## src/rtl/ret_addr_stack_pkg.sv

```systemverilog
`default_nettype none
// ============================================================================
// Module      : ret_addr_stack_pkg
// Description : Shared flow-control definitions for the return-address stack:
//               default instruction address width, RUN/FAULT state encoding
//               and the count-width helper used by the top and the LIFO.
// Revision    : 1.0 - initial release
// ============================================================================
package ret_addr_stack_pkg;

    // Default instruction address width of the program-flow unit.
    localparam int c_ras_addr_w = 20;

    // Controller states. FAULT blocks all stack traffic until err_clr.
    typedef enum logic [0:0] {
        ST_RUN   = 1'b0,
        ST_FAULT = 1'b1
    } ras_state_t;

    // Width needed to hold an occupancy value in the range 0..depth
    // inclusive (a full stack needs one more bit than the pointer).
    function automatic int ras_count_w(input int depth);
        return $clog2(depth + 1);
    endfunction

endpackage : ret_addr_stack_pkg
`default_nettype wire

```

## src/rtl/ret_addr_stack_lifo.sv

```systemverilog
`default_nettype none
// ============================================================================
// Module      : ras_lifo
// Description : Storage array and occupancy counter for the return-address
//               stack. Write is synchronous at stack[count] on push; the top
//               entry stack[count-1] is read combinationally so a pop returns
//               data committed at an earlier edge.
// Ports       : clk, rst_n          - clock, async active-low reset
//               push, push_data     - write push_data at the current top
//               pop                 - discard the current top entry
//               top_data            - stack[count-1], meaningful when !empty
//               count, full, empty  - occupancy and its decoded flags
// Revision    : 1.0 - initial release
// ============================================================================
module ras_lifo
    import ret_addr_stack_pkg::*;
#(
    parameter int ADDR_W  = c_ras_addr_w,
    parameter int DEPTH   = 16,
    parameter int COUNT_W = ras_count_w(DEPTH)
) (
    input  logic               clk,
    input  logic               rst_n,
    input  logic               push,
    input  logic [ADDR_W-1:0]  push_data,
    input  logic               pop,
    output logic [ADDR_W-1:0]  top_data,
    output logic [COUNT_W-1:0] count,
    output logic               full,
    output logic               empty
);

    localparam int                 PTR_W     = $clog2(DEPTH);
    localparam logic [COUNT_W-1:0] c_depth   = COUNT_W'(DEPTH);
    localparam logic [COUNT_W-1:0] c_cnt_one = COUNT_W'(1);
    localparam logic [PTR_W-1:0]   c_ptr_one = PTR_W'(1);

    // Storage is deliberately not reset: no entry is readable while empty.
    logic [ADDR_W-1:0]  r_mem [DEPTH];
    logic [COUNT_W-1:0] r_count;

    logic [PTR_W-1:0]   w_wr_ptr;
    logic [PTR_W-1:0]   w_rd_ptr;
    logic               w_full;
    logic               w_empty;
    logic               w_do_push;
    logic               w_do_pop;

    assign w_full  = (r_count == c_depth);
    assign w_empty = (r_count == '0);

    // Guard here as well so the LIFO can never corrupt itself, whatever
    // the caller does.
    assign w_do_push = push && !w_full;
    assign w_do_pop  = pop  && !w_empty;

    // DEPTH is a power of two, so the low count bits address the slot
    // above the top. When full the low bits wrap to 0, but no push is
    // allowed then, and the read pointer (0 - 1) correctly lands on DEPTH-1.
    assign w_wr_ptr = r_count[PTR_W-1:0];
    assign w_rd_ptr = w_wr_ptr - c_ptr_one;

    always_ff @(posedge clk) begin
        if (w_do_push) begin
            r_mem[w_wr_ptr] <= push_data;
        end
    end

    always_ff @(posedge clk or negedge rst_n) begin
        if (!rst_n) begin
            r_count <= '0;
        end else if (w_do_push && !w_do_pop) begin
            r_count <= r_count + c_cnt_one;
        end else if (w_do_pop && !w_do_push) begin
            r_count <= r_count - c_cnt_one;
        end
    end

    assign top_data = r_mem[w_rd_ptr];
    assign count    = r_count;
    assign full     = w_full;
    assign empty    = w_empty;

endmodule : ras_lifo
`default_nettype wire

```

## src/rtl/ret_addr_stack.sv

```systemverilog
`default_nettype none
// ============================================================================
// Module      : ret_addr_stack
// Description : Hardware return-address stack for CALL/RET. CALL pushes
//               pc+1 and redirects fetch to call_target; RET pops the most
//               recent return address and redirects fetch to it. Overflow,
//               underflow or simultaneous CALL+RET set a sticky flag and
//               park the block in FAULT until err_clr.
// Ports       : clk, rst_n                - clock, async active-low reset
//               pc, call_valid, call_target, ret_valid - requests
//               err_clr                   - clear sticky flags / leave FAULT
//               new_pc, new_pc_valid      - registered one-cycle redirect
//               count, full, empty        - stack occupancy
//               overflow_err, underflow_err, proto_err, fault - status
// Revision    : 1.0 - initial release
// ============================================================================
module ret_addr_stack
    import ret_addr_stack_pkg::*;
#(
    parameter int ADDR_W = c_ras_addr_w,
    parameter int DEPTH  = 16
) (
    input  logic                          clk,
    input  logic                          rst_n,
    input  logic [ADDR_W-1:0]             pc,
    input  logic                          call_valid,
    input  logic [ADDR_W-1:0]             call_target,
    input  logic                          ret_valid,
    input  logic                          err_clr,
    output logic [ADDR_W-1:0]             new_pc,
    output logic                          new_pc_valid,
    output logic [ras_count_w(DEPTH)-1:0] count,
    output logic                          full,
    output logic                          empty,
    output logic                          overflow_err,
    output logic                          underflow_err,
    output logic                          proto_err,
    output logic                          fault
);

    localparam int                COUNT_W    = ras_count_w(DEPTH);
    localparam logic [ADDR_W-1:0] c_addr_one = ADDR_W'(1);

    ras_state_t         r_state;
    logic [ADDR_W-1:0]  r_new_pc;
    logic               r_new_pc_valid;
    logic               r_overflow_err;
    logic               r_underflow_err;
    logic               r_proto_err;

    logic               w_run;
    logic               w_call_only;
    logic               w_ret_only;
    logic               w_push;
    logic               w_pop;
    logic [ADDR_W-1:0]  w_ret_addr;
    logic [ADDR_W-1:0]  w_top_data;
    logic [COUNT_W-1:0] w_count;
    logic               w_full;
    logic               w_empty;

    assign w_run       = (r_state == ST_RUN);
    assign w_call_only = call_valid && !ret_valid;
    assign w_ret_only  = ret_valid  && !call_valid;

    // Stack traffic only happens in RUN for a lone, legal request; a
    // simultaneous CALL+RET moves nothing.
    assign w_push = w_run && w_call_only && !w_full;
    assign w_pop  = w_run && w_ret_only  && !w_empty;

    // Return address wraps naturally at the address width.
    assign w_ret_addr = pc + c_addr_one;

    ras_lifo #(
        .ADDR_W  (ADDR_W),
        .DEPTH   (DEPTH),
        .COUNT_W (COUNT_W)
    ) u_lifo (
        .clk       (clk),
        .rst_n     (rst_n),
        .push      (w_push),
        .push_data (w_ret_addr),
        .pop       (w_pop),
        .top_data  (w_top_data),
        .count     (w_count),
        .full      (w_full),
        .empty     (w_empty)
    );

    // Controller, sticky flags and redirect registers in one process.
    // The strobe defaults low every cycle so it lasts exactly one cycle.
    always_ff @(posedge clk or negedge rst_n) begin
        if (!rst_n) begin
            r_state         <= ST_RUN;
            r_new_pc        <= '0;
            r_new_pc_valid  <= 1'b0;
            r_overflow_err  <= 1'b0;
            r_underflow_err <= 1'b0;
            r_proto_err     <= 1'b0;
        end else begin
            r_new_pc_valid <= 1'b0;
            case (r_state)
                ST_RUN: begin
                    // Clearing first lets a same-cycle error re-set a flag.
                    if (err_clr) begin
                        r_overflow_err  <= 1'b0;
                        r_underflow_err <= 1'b0;
                        r_proto_err     <= 1'b0;
                    end
                    // The protocol check outranks full/empty.
                    if (call_valid && ret_valid) begin
                        r_proto_err <= 1'b1;
                        r_state     <= ST_FAULT;
                    end else if (call_valid) begin
                        if (w_full) begin
                            r_overflow_err <= 1'b1;
                            r_state        <= ST_FAULT;
                        end else begin
                            r_new_pc       <= call_target;
                            r_new_pc_valid <= 1'b1;
                        end
                    end else if (ret_valid) begin
                        if (w_empty) begin
                            r_underflow_err <= 1'b1;
                            r_state         <= ST_FAULT;
                        end else begin
                            r_new_pc       <= w_top_data;
                            r_new_pc_valid <= 1'b1;
                        end
                    end
                end
                ST_FAULT: begin
                    // Requests are ignored; stack contents are kept.
                    if (err_clr) begin
                        r_overflow_err  <= 1'b0;
                        r_underflow_err <= 1'b0;
                        r_proto_err     <= 1'b0;
                        r_state         <= ST_RUN;
                    end
                end
                default: begin
                    r_state <= ST_FAULT;
                end
            endcase
        end
    end

    assign new_pc        = r_new_pc;
    assign new_pc_valid  = r_new_pc_valid;
    assign count         = w_count;
    assign full          = w_full;
    assign empty         = w_empty;
    assign overflow_err  = r_overflow_err;
    assign underflow_err = r_underflow_err;
    assign proto_err     = r_proto_err;
    assign fault         = (r_state == ST_FAULT);

endmodule : ret_addr_stack
`default_nettype wire

```

## config.mk

```make
export PLATFORM = sky130hd
export DESIGN_NAME = ret_addr_stack
export DESIGN_NICKNAME = d
export VERILOG_FILES = /design/src/rtl/ret_addr_stack_pkg.sv /design/src/rtl/ret_addr_stack_lifo.sv /design/src/rtl/ret_addr_stack.sv
export SDC_FILE = /design/constraint.sdc
export NUM_CORES = 1
export LEC_CHECK = 0
export CORE_MARGIN = 2
export CORE_UTILIZATION = 30
export CTS_CLUSTER_DIAMETER = 40
export DETAILED_ROUTE_END_ITERATION = 10
export HOLD_SLACK_MARGIN = 0.06
export PLACE_DENSITY = 0.51
export REMOVE_ABC_BUFFERS = 1
export SYNTH_ARGS = -nofsm -noshare
export SYNTH_HDL_FRONTEND = slang
export SYNTH_HIERARCHICAL = 1
export SYNTH_SLANG_ARGS = --single-unit
```

## constraint.sdc

```tcl
create_clock -name clk -period 3 [get_ports clk]
set_input_delay 0.45 -clock clk [delete_from_list [all_inputs] [get_ports clk]]
set_output_delay 0.45 -clock clk [all_outputs]
set_load 0.05 [all_outputs]
```

* Word-level counts from Yosys, hierarchy flattened *
Memory sizes are Yosys's and may differ from the RTL's.
Index checks and enable logic that the tools add are counted.

cells by class
  add/subtract/negate cells = 4
  eq/ne operators = 3
  muxes and demuxes = 35
  bitwise gates (word level) = 2
  reductions and logical operators = 21

operators by type and width
  kind                                              count
  2-to-1 mux 20 bit                                 4
  2-to-1 mux 1 bit                                  25
  adder 20 x 1 -> 20 bit, second input constant     1
  logical AND 1 bit                                 11
  2-to-1 mux 5 bit                                  2
  case mux 1 bit (2 select lines)                   4
  zero test 1 bit                                   6
  adder 5 x 1 -> 5 bit, second input constant       1
  == test 5 bit, second input constant              1
  zero test 5 bit                                   1
  AND reduction 5 bit                               1
  subtractor 5 x 1 -> 5 bit, second input constant  1
  inequality test 2 bit, second input constant      2
  nonzero test 2 bit                                2
  subtractor 4 x 1 -> 4 bit, second input constant  1
  inverter 1 bit                                    2

storage, ports and cells
  flip-flop bits (word level) = 30
  bits in writable memories = 320
  output and inout port bits = 32
  logic and storage cells = 73
  memories kept = 1

memories
  name          words  width  read ports  clocked after memory_dff  wr ports  line                       source
  u_lifo.r_mem  16     20     1           0                         1         ret_addr_stack_lifo.sv:39  logic [ADDR_W-1:0] r_mem [DEPTH];

* Depth between registers and ports, before layout *
  word-level depth = 9
  depth in mapped cells = 15
  gate-level depth less buffers = 13

* Cells and area by module *
Netlist, hierarchy kept.

modules (own cells, without submodules)
  module          instances  cells each  area each (um^2)  seq. area each (um^2)
  ras_lifo        1          576         12761.0           9734.3
  ret_addr_stack  1          159         1575.3            625.6

* Worst setup path after synthesis *
Ideal clock, no wire load.

  path type = reg-to-reg
  start point = register u_lifo.r_count[0] (netlist: u_lifo/count[0])
  end point = register u_lifo.r_count[4] (netlist: u_lifo/count[4])
  setup time = 0.143 ns
  arrival = 3.714 ns
  slack = -0.857 ns
  stages on the path, launching flop included = 15
  path buffers = 2
  cell sequence = dfrtp_1 -> buf_6 -> buf_6 -> inv_1 -> ha_1 -> and3_1 -> nor3_1 -> nor2b_1 -> ha_1 -> inv_1 -> fa_1 -> a21o_1 -> a21oi_1 -> mux2i_1 -> xnor2_1

on the way
  word-level cells in the longest chain between the ends = 7
  elaborated cells on any way between the ends = 17
  those cells by class = 2 x add/sub; 1 x eq/ne; 2 x mux; 12 x reduce/logical

ends and longest elaborated chain
  item                                 line                       source
  start, declared                      ret_addr_stack_lifo.sv:40  logic [COUNT_W-1:0] r_count;
  start signal, assigned               ret_addr_stack_lifo.sv:73  r_count <= r_count + c_cnt_one;
  start signal, assigned               ret_addr_stack_lifo.sv:75  r_count <= r_count - c_cnt_one;
  == test 5 bit (*)                    ret_addr_stack_lifo.sv:49  assign w_full = (r_count == c_depth);
  net full                             ret_addr_stack.sv:33       output logic full,
  zero test 1 bit (*)                  ret_addr_stack.sv:68       assign w_push = w_run && w_call_only && !w_full;
  logical AND 1 bit (*)                ret_addr_stack.sv:68
  net w_push                           ret_addr_stack.sv:54       logic w_push;
  logical AND 1 bit (*)                ret_addr_stack_lifo.sv:54  assign w_do_push = push && !w_full;
  zero test 1 bit                      ret_addr_stack_lifo.sv:74  end else if (w_do_pop && !w_do_push) begin
  logical AND 1 bit                    ret_addr_stack_lifo.sv:74
  nonzero test 2 bit (no source line)  n/a

The timed path passes the listed nets; every way through them passes the cells marked *. The select of a mux whose other input is x is not followed.
A chain may end at the register's enable or synchronous reset.

* Worst setup path in the final report *
  start point = register u_lifo.r_count[0] (netlist: u_lifo/count[0])
  end point = output port count[0]

RTL lines
  item           line                  source
  end, declared  ret_addr_stack.sv:32  output logic [ras_count_w(DEPTH)-1:0] count,

No word-level cell between the ends.

==> run_results.csv <==
group,metric,value,unit
layout,multi_input_area,3734,µm²
timing,fin_skew,0.01971,ns
pwr,clkPwrFrac,0.332,
pwr,p_seq_frac,0.304,
synth,synth_top_cells_by_count,"320 x edfxtp_1, 74 x mux4_2, 41 x mux2i_1, 40 x nor2_1, 30 x dfrtp_1",
synth,post-synth-top-count-cell,"edfxtp_1",
placement,port_buffers,76,
placement,post_dp_cell_area,16420,µm²
floorplan,die_area,49550,µm²
status,status,"completed",
grt,use_met3,0.02856,
layout,design_area,18280,µm²
detailed_routing,drc,0,
clock_network,htree_levels,2,
clock_network,clock_latency,0.59,ns
timing,finalHoldViolations,0,
critical_path,worstPathRequired,2.55,ns
timing,setup_violations,0,
grt,met2_usage,0.2221,
detailed_routing,vias_per_cell,4.710,
synth,synth_top_area_frac,0.6703,
critical_path,slowest_delay,0.90,ns
min_path,hold_class,"primary input to flip-flop",
synth,syn_avg_cell_area,19.51,µm²
synth,ys_async_sr_fraction,0.08571,
critical_path,ff2ff_setup_slack,0.30,ns
layout,postLayoutCoreUtil,0.3853,
critical_path,path_max_fanout,47,
critical_path,end_kind,"output pin",
layout,syn2layout_area_growth,27.50,%
pwr,swShare,0.3366,
pwr,pwr-share-comb,0.364,
synth,netlist_area,14340,µm²
grt,grt_first_pass_wirelength,51330,µm
detailed_routing,drt_iter0_markers,525,
timing,period_needed,2.722,ns
floorplan,core-area,47450,µm²
floorplan,die_x,222.6,µm
critical_path,cp.arrival,2.27,ns
clock_network,cts_buffer_depth,3,
clock_network,clock-sinks,350,
layout,fin_cells,1564,
synth,ys_seq_area_frac,0.7226,
detailed_routing,drt-pass1-iter-count,5,
timing,timing.final.max_slew_violations,0,
placement,place_congestion,0.7022,
detailed_routing,ant_nets,0,
synth,synth_edf_count,320,
clock_network,cts_made_buffers,54,
synth,yosysTopAreaCell,"edfxtp_1",
critical_path,cp_slowest_cell,"clkdlybuf4s50_1",
clock_network,clkSlewWorstSetupHoldPaths,0.05,ns
layout,layout-drive-gt1-share,0.2964,
synth,syn_inst,735,
grt,grt_max_degree,51,
layout,nets,959,
grt,busiest_layer,"met2",
placement,dp_cells,1461,
pwr,power_density,1046,nW/µm²
timing,finalCritPeriodShare,0.9073,
clock_network,cts_tree,"yes",
detailed_routing,dr_total_vias,7367,
detailed_routing,routed_wl,34910,µm
grt,overflow,0,
layout,seq_area,10360,µm²
synth,synth_ff_type,"edfxtp_1",
pwr,irDropWorstVdd,594.2,µV
floorplan,rows,80,
clock_network,cts_setup_buffers,0,
timing,max_freq,367.4,MHz
detailed_routing,routedWlPerCell,22.32,µm
floorplan,dieHeight,222.6,µm
synth,ys_top_cells_by_area,"edfxtp_1 67%, mux4_2 12%, dfrtp_1 5.2%",
pwr,p_leak,0.006163,µW
pwr,switching_power,6435,µW
layout,num-fill-cells,4365,
placement,dp_hpwl,19590,µm
critical_path,crit_type,"flip-flop to output pin",
grt,grt_pass1_vias,7647,
grt,antenna_found_initial,0,
critical_path,critPathLaunchType,"flip-flop",
critical_path,path_cells,"buf_12, clkdlybuf4s50_1",
clock_network,root_buffer,"clkbuf_16",
timing,relSlewSlack,0.2165,
floorplan,start_util,0.3022,
pwr,p_int,12680,µW
floorplan,io_pins,77,
grt,track_usage,0.1424,
timing,rsz0062_at_grt,"false",
synth,synth_warnings,6,
job,maxCapViolations,0,
timing,tightest_slew,1.167,ns
synth,ys_types,42,
grt,grt_use_met1,0.2025,
synth,synth-seq-cells,350,
-- cell usage in the layout (no fill, tap or decap), drive strengths merged, types with 8 or more instances in the layout --
cell type,instances
dfrtp,30
clkinv,17
inv,26
nand3,8
buf,76
edfxtp,320
nor2,40
nor2b,21
xnor2,17
a211oi,20
mux4,80
clkbuf,60
clkdlybuf4s50,72
mux2i,41
nand2,13
ha,10
a21oi,44
-- metal layers --
layer	part of all wire	routed length (µm)
met1	0.48	16620
met2	0.46	16140
met3	0.041	1437
met4	0.020	711
met5	0	0
-- power groups by stage --
stage	Combinational, µW	Sequential (µW)	Clock [µW]
CTS	7130	5820	6470
global route	7530	5850	6680
global placement	7100	5900	0
detailed placement	7100	5920	0
finish	6960	5810	6340
floorplan	3820	6750	0
-- stage by stage --
stage / hold slack, ns / power, µW / setup TNS, ns / worst slack (ns)
2_1_floorplan: 0.1544 / 10570 / -1278.03 / -4.475
3_3_place_gp: 0.5012 / 13000 / 0 / 0.06068
3_5_place_dp: 0.5111 / 13020 / -1.561 / -0.09781
4_1_cts: 0.2214 / 19420 / 0 / 0.2004
5_1_grt: 0.2359 / 20060 / 0 / 0.07706
6_report: 0.2572 / 19120 / 0 / 0.2780
-- timing repair --
item | 4_1_cts | 5_1_grt
endpoints found under the setup margin | 0 | 0
hold buffers | 1 | 0
hold endpoints to repair | 21 | 0
gates resized for setup | 0 | 0
-- state kept, by name, indices dropped and copies added (netlist names) --
name	count
proto_err	1
u_lifo/count	5
underflow_err	1
overflow_err	1
fault	1
new_pc	20
u_lifo/r_mem	320
new_pc_valid	1
-- cells by family (layout without fill, tap and decap cells) --
kind of cell,count (synthesis),count (layout),share of synthesized area
compound gates,73,73,0.03587
xor+xnor,24,24,0.01519
fa+ha+maj,11,11,0.01012
buf+inv,47,260,0.02121
flops,350,350,0.7226
mux,122,122,0.1567
other cells,0,1,0
simple gates,108,108,0.03831
-- worst max-delay path, delay by kind of cell (launching register included) --
kind,cells,cell delay (ns)
buffers and inverters,2,1.22
DFF,1,0.42
-- path summary, 6_finish.rpt --
| check | cells past startpoint | start | end |
|---|---|---|---|
| max | 2 | u_lifo/count[0]$_DFFE_PN0P_ | count[0] |
| min | 3 | call_valid | overflow_err$_DFF_PN0_ |
| max reg2reg | 10 | u_lifo/count[0]$_DFFE_PN0P_ | new_pc[9]$_DFFE_PN0P_ |
| min reg2reg | 2 | new_pc[3]$_DFFE_PN0P_ | new_pc[3]$_DFFE_PN0P_ |
| max in group asynchronous | 2 | rst_n | u_lifo/count[0]$_DFFE_PN0P_ |
| min in group asynchronous | 2 | rst_n | new_pc[7]$_DFFE_PN0P_ |
-- final cells by class --
cell class,count,share of cell area
flip-flops and latches,350,0.5670
multi-input cells,338,0.2043
repair buffers,149,0.08324
clock inverters,41,0.02492
diodes,1,0.0001369
well taps,615,0.04210
clock buffers,60,0.07632
inverters,10,0.002054
(Power assumes the default switching activity.)
